--- config.mk ---
export PLATFORM = sky130hd
export DESIGN_NAME = dr32e_lsu_bus_monitor
export DESIGN_NICKNAME = d
export VERILOG_FILES = /design/src/rtl/dr32e_lsu_mon_pkg.sv /design/src/rtl/dr32e_lsu_mon_fifo.sv /design/src/rtl/dr32e_lsu_bus_monitor.sv
export SDC_FILE = /design/constraint.sdc
export NUM_CORES = 1
export LEC_CHECK = 0
export ABC_CLOCK_PERIOD_IN_PS = 5500
export CORE_AREA = 3 3 152 154
export DETAILED_ROUTE_END_ITERATION = 8
export DIE_AREA = 0 0 155 157
export PLACE_DENSITY = 0.84
export SYNTH_ARGS = -nofsm -noshare
export SYNTH_HDL_FRONTEND = slang
export SYNTH_SLANG_ARGS = --single-unit
--- constraint.sdc ---
create_clock -name clk_i -period 5.5 [get_ports clk_i]
set_input_delay 1.1 -clock clk_i [delete_from_list [all_inputs] [get_ports clk_i]]
set_output_delay 1.1 -clock clk_i [all_outputs]
set_load 0.1 [all_outputs]
--- src/rtl/dr32e_lsu_mon_pkg.sv ---
// Shared types for the DR32E load/store bus monitor.
// Violation codes, pending-entry layout and default depth.
package dr32e_lsu_mon_pkg;

  typedef enum logic [2:0] {
    VIOL_NONE         = 3'd0,
    VIOL_RVALID_EMPTY = 3'd1,
    VIOL_REQ_DROPPED  = 3'd2,
    VIOL_ATTR_CHANGED = 3'd3,
    VIOL_OVERFLOW     = 3'd4,
    VIOL_BE_ZERO      = 3'd5
  } viol_code_e;

  typedef struct packed {
    logic [31:0] addr;
    logic        we;
    logic [3:0]  be;
  } lsu_entry_t;

  localparam int unsigned DefMaxOutstanding = 2;

  // Lowest code wins when several checks fire together.
  function automatic viol_code_e first_viol(
    input logic [5:1] hits
  );
    viol_code_e code;
    code = VIOL_NONE;
    priority case (1'b1)
      hits[1]: code = VIOL_RVALID_EMPTY;
      hits[2]: code = VIOL_REQ_DROPPED;
      hits[3]: code = VIOL_ATTR_CHANGED;
      hits[4]: code = VIOL_OVERFLOW;
      hits[5]: code = VIOL_BE_ZERO;
      default: code = VIOL_NONE;
    endcase
    return code;
  endfunction

endpackage

--- src/rtl/dr32e_lsu_mon_fifo.sv ---
// In-order pending-transaction queue for the LSU bus monitor.
// Push while full is accepted only together with a pop.
module dr32e_lsu_mon_fifo
  import dr32e_lsu_mon_pkg::*;
#(
  parameter  int unsigned Depth = DefMaxOutstanding,
  localparam int unsigned CntW  = $clog2(Depth + 1),
  localparam int unsigned PtrW  = (Depth > 1) ? $clog2(Depth) : 1
) (
  input  logic            clk,
  input  logic            rst_n,
  input  logic            push,
  input  logic            pop,
  input  lsu_entry_t      wdata,
  output lsu_entry_t      rdata,
  output logic            full,
  output logic            empty,
  output logic [CntW-1:0] count
);

  lsu_entry_t      mem [Depth];
  logic [PtrW-1:0] wr_ptr;
  logic [PtrW-1:0] rd_ptr;
  logic [CntW-1:0] cnt;
  logic            wr_en;
  logic            rd_en;

  function automatic logic [PtrW-1:0] bump(
    input logic [PtrW-1:0] p
  );
    return (p == PtrW'(Depth - 1)) ? '0 : p + 1'b1;
  endfunction

  assign full  = (cnt == CntW'(Depth));
  assign empty = (cnt == '0);
  assign count = cnt;
  assign rd_en = pop & ~empty;
  assign wr_en = push & (~full | rd_en);
  assign rdata = mem[rd_ptr];

  always_ff @(posedge clk or negedge rst_n) begin
    if (!rst_n) begin
      wr_ptr <= '0;
      rd_ptr <= '0;
      cnt    <= '0;
    end else begin
      if (wr_en) wr_ptr <= bump(wr_ptr);
      if (rd_en) rd_ptr <= bump(rd_ptr);
      unique case ({wr_en, rd_en})
        2'b10:   cnt <= cnt + 1'b1;
        2'b01:   cnt <= cnt - 1'b1;
        default: cnt <= cnt;
      endcase
    end
  end

  always_ff @(posedge clk) begin
    if (wr_en) mem[wr_ptr] <= wdata;
  end

endmodule

--- src/rtl/dr32e_lsu_bus_monitor.sv ---
// Passive protocol monitor for the DR32E LSU data bus.
// Matches responses to requests, counts traffic, flags violations.
module dr32e_lsu_bus_monitor
  import dr32e_lsu_mon_pkg::*;
#(
  parameter  logic        MemECC         = 1'b0,
  parameter  int unsigned MemDataWidth   = MemECC ? 39 : 32,
  parameter  int unsigned MaxOutstanding = DefMaxOutstanding,
  parameter  int unsigned CntWidth       = 32,
  localparam int unsigned OutW = $clog2(MaxOutstanding + 1)
) (
  input  logic                    clk_i,
  input  logic                    rst_ni,
  input  logic                    data_req_i,
  input  logic                    data_gnt_i,
  input  logic                    data_rvalid_i,
  input  logic                    data_err_i,
  input  logic [31:0]             data_addr_i,
  input  logic                    data_we_i,
  input  logic [3:0]              data_be_i,
  input  logic [MemDataWidth-1:0] data_rdata_i,
  input  logic                    clr_i,
  output logic [OutW-1:0]         outstanding_o,
  output logic [CntWidth-1:0]     load_cnt_o,
  output logic [CntWidth-1:0]     store_cnt_o,
  output logic [CntWidth-1:0]     err_cnt_o,
  output logic                    resp_valid_o,
  output logic [31:0]             resp_addr_o,
  output logic                    resp_we_o,
  output logic [3:0]              resp_be_o,
  output logic                    resp_err_o,
  output logic [MemDataWidth-1:0] resp_rdata_o,
  output logic                    viol_o,
  output logic [2:0]              viol_code_o,
  output logic                    viol_sticky_o
);

  lsu_entry_t cur_entry;
  lsu_entry_t head;
  lsu_entry_t prev_entry;
  logic       prev_hold;
  logic       fifo_full;
  logic       fifo_empty;
  logic       accept;
  logic       pop;
  logic       push;
  logic       ovf;
  logic [5:1] hits;
  logic       viol_any;
  viol_code_e viol_code_q;

  assign cur_entry = '{addr: data_addr_i,
                       we:   data_we_i,
                       be:   data_be_i};

  assign accept = data_req_i & data_gnt_i;
  assign pop    = data_rvalid_i & ~fifo_empty;
  assign ovf    = accept & fifo_full & ~pop;
  assign push   = accept & ~ovf;

  dr32e_lsu_mon_fifo #(
    .Depth (MaxOutstanding)
  ) u_fifo (
    .clk   (clk_i),
    .rst_n (rst_ni),
    .push  (push),
    .pop   (pop),
    .wdata (cur_entry),
    .rdata (head),
    .full  (fifo_full),
    .empty (fifo_empty),
    .count (outstanding_o)
  );

  assign hits[1] = data_rvalid_i & fifo_empty;
  assign hits[2] = prev_hold & ~data_req_i;
  assign hits[3] = prev_hold & data_req_i &
                   (cur_entry != prev_entry);
  assign hits[4] = ovf;
  assign hits[5] = data_req_i & (data_be_i == 4'h0);
  assign viol_any = |hits;

  // Tracks a request that is still waiting for its grant.
  always_ff @(posedge clk_i or negedge rst_ni) begin
    if (!rst_ni) begin
      prev_hold  <= 1'b0;
      prev_entry <= '0;
    end else begin
      prev_hold  <= data_req_i & ~data_gnt_i;
      prev_entry <= cur_entry;
    end
  end

  always_ff @(posedge clk_i or negedge rst_ni) begin
    if (!rst_ni) begin
      resp_valid_o <= 1'b0;
      resp_addr_o  <= '0;
      resp_we_o    <= 1'b0;
      resp_be_o    <= '0;
      resp_err_o   <= 1'b0;
      resp_rdata_o <= '0;
    end else begin
      resp_valid_o <= pop;
      if (pop) begin
        resp_addr_o  <= head.addr;
        resp_we_o    <= head.we;
        resp_be_o    <= head.be;
        resp_err_o   <= data_err_i;
        resp_rdata_o <= head.we ? '0 : data_rdata_i;
      end
    end
  end

  function automatic logic [CntWidth-1:0] sat_inc(
    input logic [CntWidth-1:0] v,
    input logic                en
  );
    return (en && !(&v)) ? v + 1'b1 : v;
  endfunction

  always_ff @(posedge clk_i or negedge rst_ni) begin
    if (!rst_ni) begin
      load_cnt_o  <= '0;
      store_cnt_o <= '0;
      err_cnt_o   <= '0;
    end else if (clr_i) begin
      load_cnt_o  <= '0;
      store_cnt_o <= '0;
      err_cnt_o   <= '0;
    end else begin
      load_cnt_o  <= sat_inc(load_cnt_o, pop & ~head.we);
      store_cnt_o <= sat_inc(store_cnt_o, pop & head.we);
      err_cnt_o   <= sat_inc(err_cnt_o, pop & data_err_i);
    end
  end

  always_ff @(posedge clk_i or negedge rst_ni) begin
    if (!rst_ni) begin
      viol_o        <= 1'b0;
      viol_code_q   <= VIOL_NONE;
      viol_sticky_o <= 1'b0;
    end else begin
      viol_o <= viol_any;
      if (clr_i) begin
        viol_code_q   <= VIOL_NONE;
        viol_sticky_o <= 1'b0;
      end else if (viol_any && !viol_sticky_o) begin
        viol_code_q   <= first_viol(hits);
        viol_sticky_o <= 1'b1;
      end
    end
  end

  assign viol_code_o = viol_code_q;

endmodule
==> impl_results.html, run 1 <==
<table>
<tr><th>Metric</th><th>Value</th></tr>
<tr><th colspan="2">Critical path</th></tr>
<tr><td>Peak fanout along the critical path</td><td>9</td></tr>
<tr><td>Origin of the critical flop-to-flop path</td><td>u_fifo.rd_ptr</td></tr>
<tr><td>Endpoint of the worst setup timing path</td><td>outstanding_o[0]</td></tr>
<tr><td>Buf+Inv Stages, Crit Path</td><td>1</td></tr>
<tr><td>Slowest Stage Delay on Critical Path</td><td>1.22 ns</td></tr>
<tr><td>Required time worst endpoint</td><td>4.40 ns</td></tr>
<tr><td>CP startpoint kind</td><td>flip-flop</td></tr>
<tr><td>Startpoint-to-endpoint class of the critical path</td><td>reg2out</td></tr>
<tr><td>Crit path cell chain</td><td>clkdlybuf4s50_1</td></tr>
<tr><td>End of the worst register-to-register path</td><td>load_cnt_o[4]</td></tr>
<tr><td>Slowest library cell on the worst path</td><td>clkdlybuf4s50_1</td></tr>
<tr><td>Kind of cell adding the most delay to the critical path</td><td>buffers and inverters</td></tr>
<tr><td>R2R cell count</td><td>7</td></tr>
<tr><td>Reg-to-reg slack, setup</td><td>2.12 ns</td></tr>
<tr><td>First element of the critical path</td><td>u_fifo.count[0]</td></tr>
<tr><td>Arrival time at the worst endpoint</td><td>2.34 ns</td></tr>
<tr><td>CP Depth</td><td>1</td></tr>
<tr><td>Critical path capture point type</td><td>output pin</td></tr>
<tr><th colspan="2">Die</th></tr>
<tr><td>Area of the die</td><td>0.0243 mm^2</td></tr>
<tr><td>DIE HEIGHT</td><td>157 um</td></tr>
<tr><td>Effective utilization at floorplan</td><td>54.6%</td></tr>
<tr><td>Area of the core region</td><td>0.0218 mm^2</td></tr>
<tr><td>Top-Level Pins</td><td>250</td></tr>
<tr><td>Horizontal die dimension</td><td>155 um</td></tr>
<tr><td>Num rows</td><td>54</td></tr>
<tr><th colspan="2">Timing</th></tr>
<tr><td>Actual slew at the worst max-slew pin</td><td>1.25 ns</td></tr>
<tr><td>Max-slew violation total from the final report</td><td>0</td></tr>
<tr><td>Fin Clk Skew</td><td>0.0152 ns</td></tr>
<tr><td>Final setup viols</td><td>0</td></tr>
<tr><td>Final worst path period share</td><td>62.5%</td></tr>
<tr><td>Unrepaired setup endpoints after global routing</td><td>no</td></tr>
<tr><td>Final hold vios</td><td>0</td></tr>
<tr><td>Post-Route Setup TNS</td><td>0 ns</td></tr>
<tr><td>Max Fclk</td><td>0.291 GHz</td></tr>
<tr><td>WHS</td><td>0.480 ns</td></tr>
<tr><td>Shortest period the worst path allows</td><td>3.44 ns</td></tr>
<tr><td>Max transition margin</td><td>16.0%</td></tr>
<tr><th colspan="2">Run status</th></tr>
<tr><td>Status</td><td>finished, final reports clean</td></tr>
<tr><th colspan="2">Layout</th></tr>
<tr><td>Growth of design area from synthesis to finish</td><td>31.3%</td></tr>
<tr><td>Filler Cells Inserted</td><td>1568</td></tr>
<tr><td>Area of the multi-input gates</td><td>0.00415 mm^2</td></tr>
<tr><td>Footprint of the flip-flops and latches</td><td>0.00758 mm^2</td></tr>
<tr><td>Share of post-route cells with drive strength above 1</td><td>6.01%</td></tr>
<tr><td>Number of antenna cells inserted</td><td>0</td></tr>
<tr><td>Layout net count</td><td>1321</td></tr>
<tr><th colspan="2">Synthesis</th></tr>
<tr><td>XOR/XNOR share of the synthesized area</td><td>8.38%</td></tr>
<tr><td>Proportion of register bits with asynchronous set or reset after synthesis</td><td>74.3%</td></tr>
<tr><td>Post-synth EDFFs</td><td>74</td></tr>
<tr><td>Mean instance size in the synthesized netlist</td><td>12.0 um^2</td></tr>
<tr><td>Total of flip-flops plus latches after synthesis</td><td>288</td></tr>
<tr><td>Primary flip-flop cell chosen by synthesis mapping</td><td>dfrtp_1</td></tr>
<tr><td>Post-synthesis cell area</td><td>0.0119 mm^2</td></tr>
<tr><td>Syn Nets</td><td>1072</td></tr>
<tr><td>Proportion of synthesized area in mux cells</td><td>3.28%</td></tr>
<tr><td>Unique masters post-synth</td><td>53</td></tr>
<tr><td>Area fraction in compound gates after synthesis</td><td>7.35%</td></tr>
<tr><td>Synth Area in Simple Gates</td><td>15.2%</td></tr>
<tr><td>Main combinational cell family by area after synthesis</td><td>simple AND/OR/NAND/NOR gates</td></tr>
<tr><td>Synth Area in Adders</td><td>0.420%</td></tr>
<tr><td>Cell count after synthesis</td><td>992</td></tr>
<tr><td>Sequential area share after synthesis</td><td>63.6%</td></tr>
<tr><td>Count of synthesis-stage warnings from yosys</td><td>0</td></tr>
<tr><th colspan="2">Global routing</th></tr>
<tr><td>Met3 track demand over resource in global routing</td><td>4.70%</td></tr>
<tr><td>Combined global-route utilization of all metal layers</td><td>23.3%</td></tr>
<tr><td>Highest-utilization routing layer at the global route stage</td><td>met2</td></tr>
<tr><td>Grt total ovfl</td><td>0</td></tr>
<tr><td>Antenna violations before repair</td><td>0</td></tr>
<tr><td>Via count of the first global-routing pass</td><td>8576</td></tr>
<tr><td>Maximum number of pins on one net before global-route repair</td><td>131</td></tr>
<tr><td>Grt met2 use</td><td>39.4%</td></tr>
<tr><td>Fraction of met1 tracks used by global routing</td><td>31.2%</td></tr>
<tr><td>Global-route wire length before repair</td><td>46.1 mm</td></tr>
<tr><th colspan="2">Min path</th></tr>
<tr><td>Class of the tightest hold or removal check</td><td>reg2reg</td></tr>
<tr><th colspan="2">Pwr</th></tr>
<tr><td>Worst vdd ir</td><td>455 uV</td></tr>
<tr><td>Static power due to leakage</td><td>6.25 nW</td></tr>
<tr><td>Cell Pwr Density</td><td>517 mW/mm^2</td></tr>
<tr><th colspan="2">Detailed routing</th></tr>
<tr><td>DR vias</td><td>8629</td></tr>
<tr><td>Number of violations reported at the end of detailed-routing iteration 0</td><td>489</td></tr>
<tr><td>Final routed DRC violation total</td><td>0</td></tr>
<tr><td>Post-DRT Antenna Nets</td><td>0</td></tr>
<tr><td>Final wirelength</td><td>28.7 mm</td></tr>
<tr><td>Routed WL per cell</td><td>18.6 um</td></tr>
<tr><td>Iteration count of the initial detailed-routing pass</td><td>4</td></tr>
<tr><td>Per-cell via count in the routed design</td><td>5.59</td></tr>
<tr><th colspan="2">Clock network</th></tr>
<tr><td>CTS H-tree depth</td><td>1</td></tr>
<tr><td>Setup bufs post-CTS</td><td>0</td></tr>
<tr><td>Maximum clock insertion buffer count</td><td>3</td></tr>
<tr><td>Number of sinks handled by clock tree synthesis</td><td>288</td></tr>
<tr><td>TritonCTS clock tree</td><td>done</td></tr>
<tr><td>Number of buffers added by the clock tree synthesis step</td><td>30</td></tr>
<tr><td>Number of gates given a new drive strength after cts</td><td>0</td></tr>
<tr><td>Buffer type at the clock tree root</td><td>clkbuf_16</td></tr>
<tr><td>Clk pin slew, worst setup/hold paths</td><td>0.06 ns</td></tr>
<tr><td># hold bufs at CTS</td><td>0</td></tr>
<tr><td>Clock latency on the worst-skew pair</td><td>0.56 ns</td></tr>
<tr><th colspan="2">Placement</th></tr>
<tr><td>Routability Congestion</td><td>0.820</td></tr>
<tr><td>Total of buffers placed on input and output ports</td><td>249</td></tr>
<tr><td>Total half-perimeter wirelength after legalization and detailed placement</td><td>19.0 mm</td></tr>
<tr><th colspan="2">Job</th></tr>
<tr><td>Number of maximum-capacitance constraint violations</td><td>0</td></tr>
</table>
## where the power goes
group / total, mW / switching (mW) / internal [mW] / leakage, nW
clock network: 1.96 / 0.813 / 1.15 / 0.481
registers: 2.77 / 0.218 / 2.56 / 3.47
logic: 3.36 / 2.58 / 0.772 / 2.29
## how the worst min path moves through the flow
stage                                from  cells past startpoint              end  slack [ns]
after floorplan             u_fifo.wr_ptr                      1    u_fifo.wr_ptr        0.47
after global placement     resp_addr_o[2]                      2   resp_addr_o[2]        0.46
after detailed placement  resp_addr_o[29]                      2  resp_addr_o[29]        0.47
after CTS                 resp_addr_o[29]                      2  resp_addr_o[29]        0.48
after global routing           resp_err_o                      2       resp_err_o        0.49
final                          resp_err_o                      2       resp_err_o        0.48
## cell usage in the layout, fill, tap and decap left out, types with 9 or more instances in the layout
master | synthesis | routed
edfxtp_1 | 74 | 74
clkbuf_16 | 0 | 30
inv_1 | 10 | 10
dfrtp_1 | 214 | 213
nand2_1 | 83 | 83
a21oi_1 | 27 | 27
nand3_1 | 31 | 31
xor2_1 | 79 | 79
clkdlybuf4s50_1 | 0 | 247
a22o_1 | 32 | 32
nor2_1 | 96 | 94
mux2i_1 | 39 | 39
nand4_1 | 44 | 44
nor3_1 | 18 | 18
xnor2_1 | 35 | 35
nor4_1 | 18 | 18
or3_1 | 23 | 23
o21ai_0 | 59 | 59
clkbuf_1 | 29 | 9
and3_1 | 10 | 10
## sequential cells by signal (all words and copies together), names as in the netlist, 2 cells and up
signal	cells
resp_be_o	4
err_cnt_o	32
load_cnt_o	32
store_cnt_o	32
prev_entry	37
resp_rdata_o	32
u_fifo.count	2
u_fifo.mem	74
viol_code_o	3
resp_addr_o	32
## kinds of logic (layout without fill, tap and decap cells)
| group | after synthesis | in the layout |
|---|---|---|
| buffers and inverters | 51 | 324 |
| multiplexers | 39 | 39 |
| adder cells (fa/ha/maj) | 4 | 4 |
| AND/OR/NAND/NOR | 361 | 361 |
| flip-flops | 288 | 288 |
| AO/OA/AOI/OAI | 135 | 135 |
| XOR/XNOR | 114 | 114 |
## metrics by stage
| stage | power, mW | util, % | setup WS [ns] | area (um^2) | instances |
|---|---|---|---|---|---|
| 6_report | 8.09 | 71.7 | 2.06 | 15600 | 1545 |
| 5_1_grt | 8.41 | 71.7 | 1.77 | 15600 | 1545 |
| 4_1_cts | 8.15 | 71.7 | 2.04 | 15600 | 1545 |
| 3_5_place_dp | 6.18 | 67.2 | 1.77 | 14700 | 1489 |
| 3_3_place_gp | 6.13 | 67.2 | 1.84 | 14700 | 1489 |
| 2_1_floorplan | 5.29 | - | 1.65 | 11900 | 992 |
## tightest hold or removal path, stage by stage (launching register included)
cell     delay (ns)
dfrtp_1        0.34
nand2_1        0.05
nand2_1        0.06
## layout make-up
cell class | instances | area share [%]
Clock inverter | 10 | 0.568
Timing Repair Buffer | 257 | 16.3
Multi-Input combinational cell | 653 | 26.5
Sequential cell | 288 | 48.4
Clock buffer | 46 | 5.63
Inverter | 11 | 0.264
Tap cell | 280 | 2.24
## synth_stat cells, types with 2 or more instances
cell type | instances | share of area (%)
buf_6 | 2 | 0.19
nand2b_1 | 3 | 0.16
xnor2_1 | 35 | 2.6
a21oi_1 | 27 | 1.1
and2_1 | 7 | 0.37
nor2_1 | 96 | 3.0
nor2b_1 | 4 | 0.21
ha_1 | 4 | 0.42
nor4_2 | 2 | 0.21
nand2_1 | 83 | 2.6
mux2i_1 | 39 | 3.3
buf_2 | 4 | 0.17
nand3_1 | 31 | 1.3
or4_1 | 3 | 0.19
or4_4 | 2 | 0.19
and4_1 | 7 | 0.51
nor3_1 | 18 | 0.76
inv_1 | 10 | 0.32
or3_1 | 23 | 1.2
buf_1 | 5 | 0.16
xor2_1 | 79 | 5.8
and3_1 | 10 | 0.52
nor3_2 | 2 | 0.17
o21ai_0 | 59 | 2.5
nor3b_1 | 2 | 0.13
a31oi_1 | 2 | 0.10
edfxtp_1 | 74 | 19
nand4_1 | 44 | 2.3
nor4_1 | 18 | 0.94
dfrtp_1 | 214 | 45
a22o_1 | 32 | 2.4
or2_2 | 2 | 0.10
clkbuf_1 | 29 | 0.91
## metal layers
| layer | vias up | wire length [um] |
|---|---|---|
| met5 | - | 0 |
| met1 | 4262 | 11900 |
| li1 | 4051 | - |
| met4 | 0 | 659 |
| met2 | 268 | 14300 |
| met3 | 48 | 1720 |
Note: power is estimated with default switching activity, not from simulation.
==> inputs of run 2 (changes only) <==
--- a/config.mk
+++ b/config.mk
@@ -5,11 +5,11 @@
 export SDC_FILE = /design/constraint.sdc
 export NUM_CORES = 1
 export LEC_CHECK = 0
-export ABC_CLOCK_PERIOD_IN_PS = 5500
-export CORE_AREA = 3 3 152 154
+export ABC_CLOCK_PERIOD_IN_PS = 3050
+export CORE_AREA = 3 3 165 167
 export DETAILED_ROUTE_END_ITERATION = 8
-export DIE_AREA = 0 0 155 157
-export PLACE_DENSITY = 0.84
+export DIE_AREA = 0 0 168 170
+export PLACE_DENSITY = 0.76
 export SYNTH_ARGS = -nofsm -noshare
 export SYNTH_HDL_FRONTEND = slang
 export SYNTH_SLANG_ARGS = --single-unit
==> constraint.sdc (replaced) <==
create_clock -name clk_i -period 3.05 [get_ports clk_i]
set_input_delay 0.61 -clock clk_i [delete_from_list [all_inputs] [get_ports clk_i]]
set_output_delay 0.61 -clock clk_i [all_outputs]
set_load 0.1 [all_outputs]
==> impl_results.html, run 2 (same netlist as run 1, synthesis figures left out) <==
<table>
<tr><th>Metric</th><th>Value</th></tr>
<tr><th colspan="2">Critical path</th></tr>
<tr><td>Startpoint-to-endpoint class of the critical path</td><td>reg2reg</td></tr>
<tr><td>Slowest library cell on the worst path</td><td>o31ai_4</td></tr>
<tr><td>Required time worst endpoint</td><td>3.48 ns (-0.92 ns)</td></tr>
<tr><td>CP startpoint kind</td><td>flip-flop</td></tr>
<tr><td>Arrival time at the worst endpoint</td><td>3.04 ns (+0.70 ns)</td></tr>
<tr><td>Peak fanout along the critical path</td><td>14 (+5)</td></tr>
<tr><td>Critical path capture point type</td><td>flip-flop</td></tr>
<tr><td>Crit path cell chain</td><td>ha_1 -&gt; nand4_1 -&gt; or4_4 -&gt; o31ai_4 -&gt; or3_1 -&gt; xor2_1 -&gt; nor2_1</td></tr>
<tr><td>Slowest Stage Delay on Critical Path</td><td>0.59 ns (-0.63 ns)</td></tr>
<tr><th colspan="2">Clock network</th></tr>
<tr><td>Buffer type at the clock tree root</td><td>clkbuf_16</td></tr>
<tr><td>Number of buffers added by the clock tree synthesis step</td><td>30 (unchanged)</td></tr>
<tr><td>Number of sinks handled by clock tree synthesis</td><td>288 (unchanged)</td></tr>
<tr><td>CTS H-tree depth</td><td>1 (unchanged)</td></tr>
<tr><td>Clock latency on the worst-skew pair</td><td>0.55 ns (about the same)</td></tr>
<tr><td>Setup bufs post-CTS</td><td>0 (unchanged)</td></tr>
<tr><td>Number of gates given a new drive strength after cts</td><td>0 (unchanged)</td></tr>
<tr><td># hold bufs at CTS</td><td>0 (unchanged)</td></tr>
<tr><td>Maximum clock insertion buffer count</td><td>3 (unchanged)</td></tr>
<tr><td>TritonCTS clock tree</td><td>done</td></tr>
<tr><td>Clk pin slew, worst setup/hold paths</td><td>0.06 ns (about the same)</td></tr>
<tr><th colspan="2">Timing</th></tr>
<tr><td>Post-Route Setup TNS</td><td>0 ns (unchanged)</td></tr>
<tr><td>Max transition margin</td><td>38.4% (+22 points)</td></tr>
<tr><td>Shortest period the worst path allows</td><td>2.61 ns</td></tr>
<tr><td>Max Fclk</td><td>0.384 GHz</td></tr>
<tr><td>Unrepaired setup endpoints after global routing</td><td>no</td></tr>
<tr><td>Final worst path period share</td><td>85.5%</td></tr>
<tr><td>Final hold vios</td><td>0 (unchanged)</td></tr>
<tr><td>Final setup viols</td><td>0 (unchanged)</td></tr>
<tr><td>Actual slew at the worst max-slew pin</td><td>0.924 ns (-0.330 ns)</td></tr>
<tr><td>Max-slew violation total from the final report</td><td>0 (unchanged)</td></tr>
<tr><td>Fin Clk Skew</td><td>0.0103 ns (-0.00490 ns)</td></tr>
<tr><td>WHS</td><td>0.0666 ns (-0.413 ns)</td></tr>
<tr><th colspan="2">Global routing</th></tr>
<tr><td>Via count of the first global-routing pass</td><td>8481 (-1.1%)</td></tr>
<tr><td>Grt total ovfl</td><td>0 (unchanged)</td></tr>
<tr><td>Antenna violations before repair</td><td>0 (unchanged)</td></tr>
<tr><td>Maximum number of pins on one net before global-route repair</td><td>96 (-27%)</td></tr>
<tr><td>Combined global-route utilization of all metal layers</td><td>19.7% (-3.6 points)</td></tr>
<tr><td>Global-route wire length before repair</td><td>46.1 mm (+0.15%)</td></tr>
<tr><th colspan="2">Layout</th></tr>
<tr><td>Most frequent cells in the layout</td><td>dfrtp_1, buf_4, nor2_1</td></tr>
<tr><td>Share of post-route cells with drive strength above 1</td><td>20.9% (+15 points)</td></tr>
<tr><td>Footprint of the flip-flops and latches</td><td>0.00758 mm^2 (unchanged)</td></tr>
<tr><td>Filler Cells Inserted</td><td>2095 (+34%)</td></tr>
<tr><td>Max reg flops</td><td>74 (unchanged)</td></tr>
<tr><td>Area of the multi-input gates</td><td>0.00415 mm^2 (unchanged)</td></tr>
<tr><td>Commonest non-fill, non-tap cell in the layout</td><td>dfrtp_1</td></tr>
<tr><td>Layout net count</td><td>1331 (+0.76%)</td></tr>
<tr><td>Number of antenna cells inserted</td><td>0 (unchanged)</td></tr>
<tr><td>Growth of design area from synthesis to finish</td><td>29.8%</td></tr>
<tr><td>Reg with most FFs</td><td>u_fifo.mem</td></tr>
<tr><td>Biggest registers after layout</td><td>u_fifo.mem (74), prev_entry (37)</td></tr>
<tr><th colspan="2">Detailed routing</th></tr>
<tr><td>Per-cell via count in the routed design</td><td>5.37 (-3.9%)</td></tr>
<tr><td>Final routed DRC violation total</td><td>0 (unchanged)</td></tr>
<tr><td>Routed WL per cell</td><td>17.9 um (-3.7%)</td></tr>
<tr><td>Final wirelength</td><td>28.8 mm (+0.36%)</td></tr>
<tr><td>Number of violations reported at the end of detailed-routing iteration 0</td><td>626 (+28%)</td></tr>
<tr><td>Post-DRT Antenna Nets</td><td>0 (unchanged)</td></tr>
<tr><td>DR vias</td><td>8638 (+0.10%)</td></tr>
<tr><td>Iteration count of the initial detailed-routing pass</td><td>5 (+1)</td></tr>
<tr><th colspan="2">Die</th></tr>
<tr><td>Num rows</td><td>59 (+9.3%)</td></tr>
<tr><td>Effective utilization at floorplan</td><td>46.0% (-8.6 points)</td></tr>
<tr><td>Top-Level Pins</td><td>250 (unchanged)</td></tr>
<tr><td>Area of the core region</td><td>0.0259 mm^2 (+19%)</td></tr>
<tr><td>DIE HEIGHT</td><td>170 um (+8.3%)</td></tr>
<tr><td>Area of the die</td><td>0.0286 mm^2 (+17%)</td></tr>
<tr><td>Horizontal die dimension</td><td>168 um (+8.4%)</td></tr>
<tr><th colspan="2">Placement</th></tr>
<tr><td>Total half-perimeter wirelength after legalization and detailed placement</td><td>19.6 mm (+3.1%)</td></tr>
<tr><td>Routability Congestion</td><td>0.816 (-0.52%)</td></tr>
<tr><td>Total of buffers placed on input and output ports</td><td>249 (unchanged)</td></tr>
<tr><th colspan="2">Pwr</th></tr>
<tr><td>Overall power of the completed layout</td><td>14.6 mW (+81%)</td></tr>
<tr><td>Cell Pwr Density</td><td>945 mW/mm^2 (+83%)</td></tr>
<tr><td>Static power due to leakage</td><td>6.64 nW (+6.3%)</td></tr>
<tr><td>Worst vdd ir</td><td>936 uV (+110%)</td></tr>
<tr><th colspan="2">Run status</th></tr>
<tr><td>Status</td><td>finished, final reports clean</td></tr>
<tr><th colspan="2">Min path</th></tr>
<tr><td>Class of the tightest hold or removal check</td><td>in2async</td></tr>
<tr><th colspan="2">Job</th></tr>
<tr><td>Number of maximum-capacitance constraint violations</td><td>0 (unchanged)</td></tr>
</table>
-- run 2: cell type report --
class / instances / area share, %
clock buffer: 39 / 5.73
timing repair buffer: 267 / 14.5
tap: 335 / 2.71
sequential: 288 / 49.0
inverter: 11 / 0.267
multi-input combinational: 653 / 26.8
clock inverter: 17 / 0.995
-- run 2: per-layer routing --
metal	vias to the layer above	share of wire [%]	routed length, um	track usage (%)
li1	4068	-	-	-
met3	69	6.9	1980	4.09
met4	0	3.5	1010	6.37
met1	4216	43	12200	27.2
met5	-	0	0	0
met2	285	47	13500	31.5
-- run 2: per-stage QoR --
step,area [um^2],utilization (%),cells,setup WS (ns)
final,15500,59.7,1610,0.443
after global placement,14400,55.7,1554,0.163
after CTS,15500,59.7,1610,0.463
after floorplan,11900,-,992,-0.0474
after global routing,15500,59.7,1610,0.314
after detailed placement,14400,55.7,1554,0.121
-- run 2: path summary, 6_finish.rpt --
kind	startpoint	to	slack, ns	cells after the start
min reg2reg	resp_addr_o[5]	resp_addr_o[5]	0.48	2
max reg2reg	store_cnt_o[0]	store_cnt_o[17]	0.44	7
max in group asynchronous	rst_ni	resp_addr_o[23]	2.20	2
min in group clk_i	resp_addr_o[5]	resp_addr_o[5]	0.48	2
min	rst_ni	store_cnt_o[14]	0.07	1
max	store_cnt_o[0]	store_cnt_o[17]	0.44	7
-- run 2: power breakdown --
part | leakage, nW | switching [mW] | internal [mW]
clock | 0.507 | 1.51 | 2.22
sequential | 3.47 | 0.392 | 4.61
combinational | 2.67 | 4.65 | 1.25
-- run 2: worst max-delay path, delay by kind of cell (launching register included) --
family	cells	cell delay, ns
compound gates	1	0.59
xor+xnor	1	0.14
fa+ha+maj	1	0.24
flops	1	0.45
simple gates	4	1.06
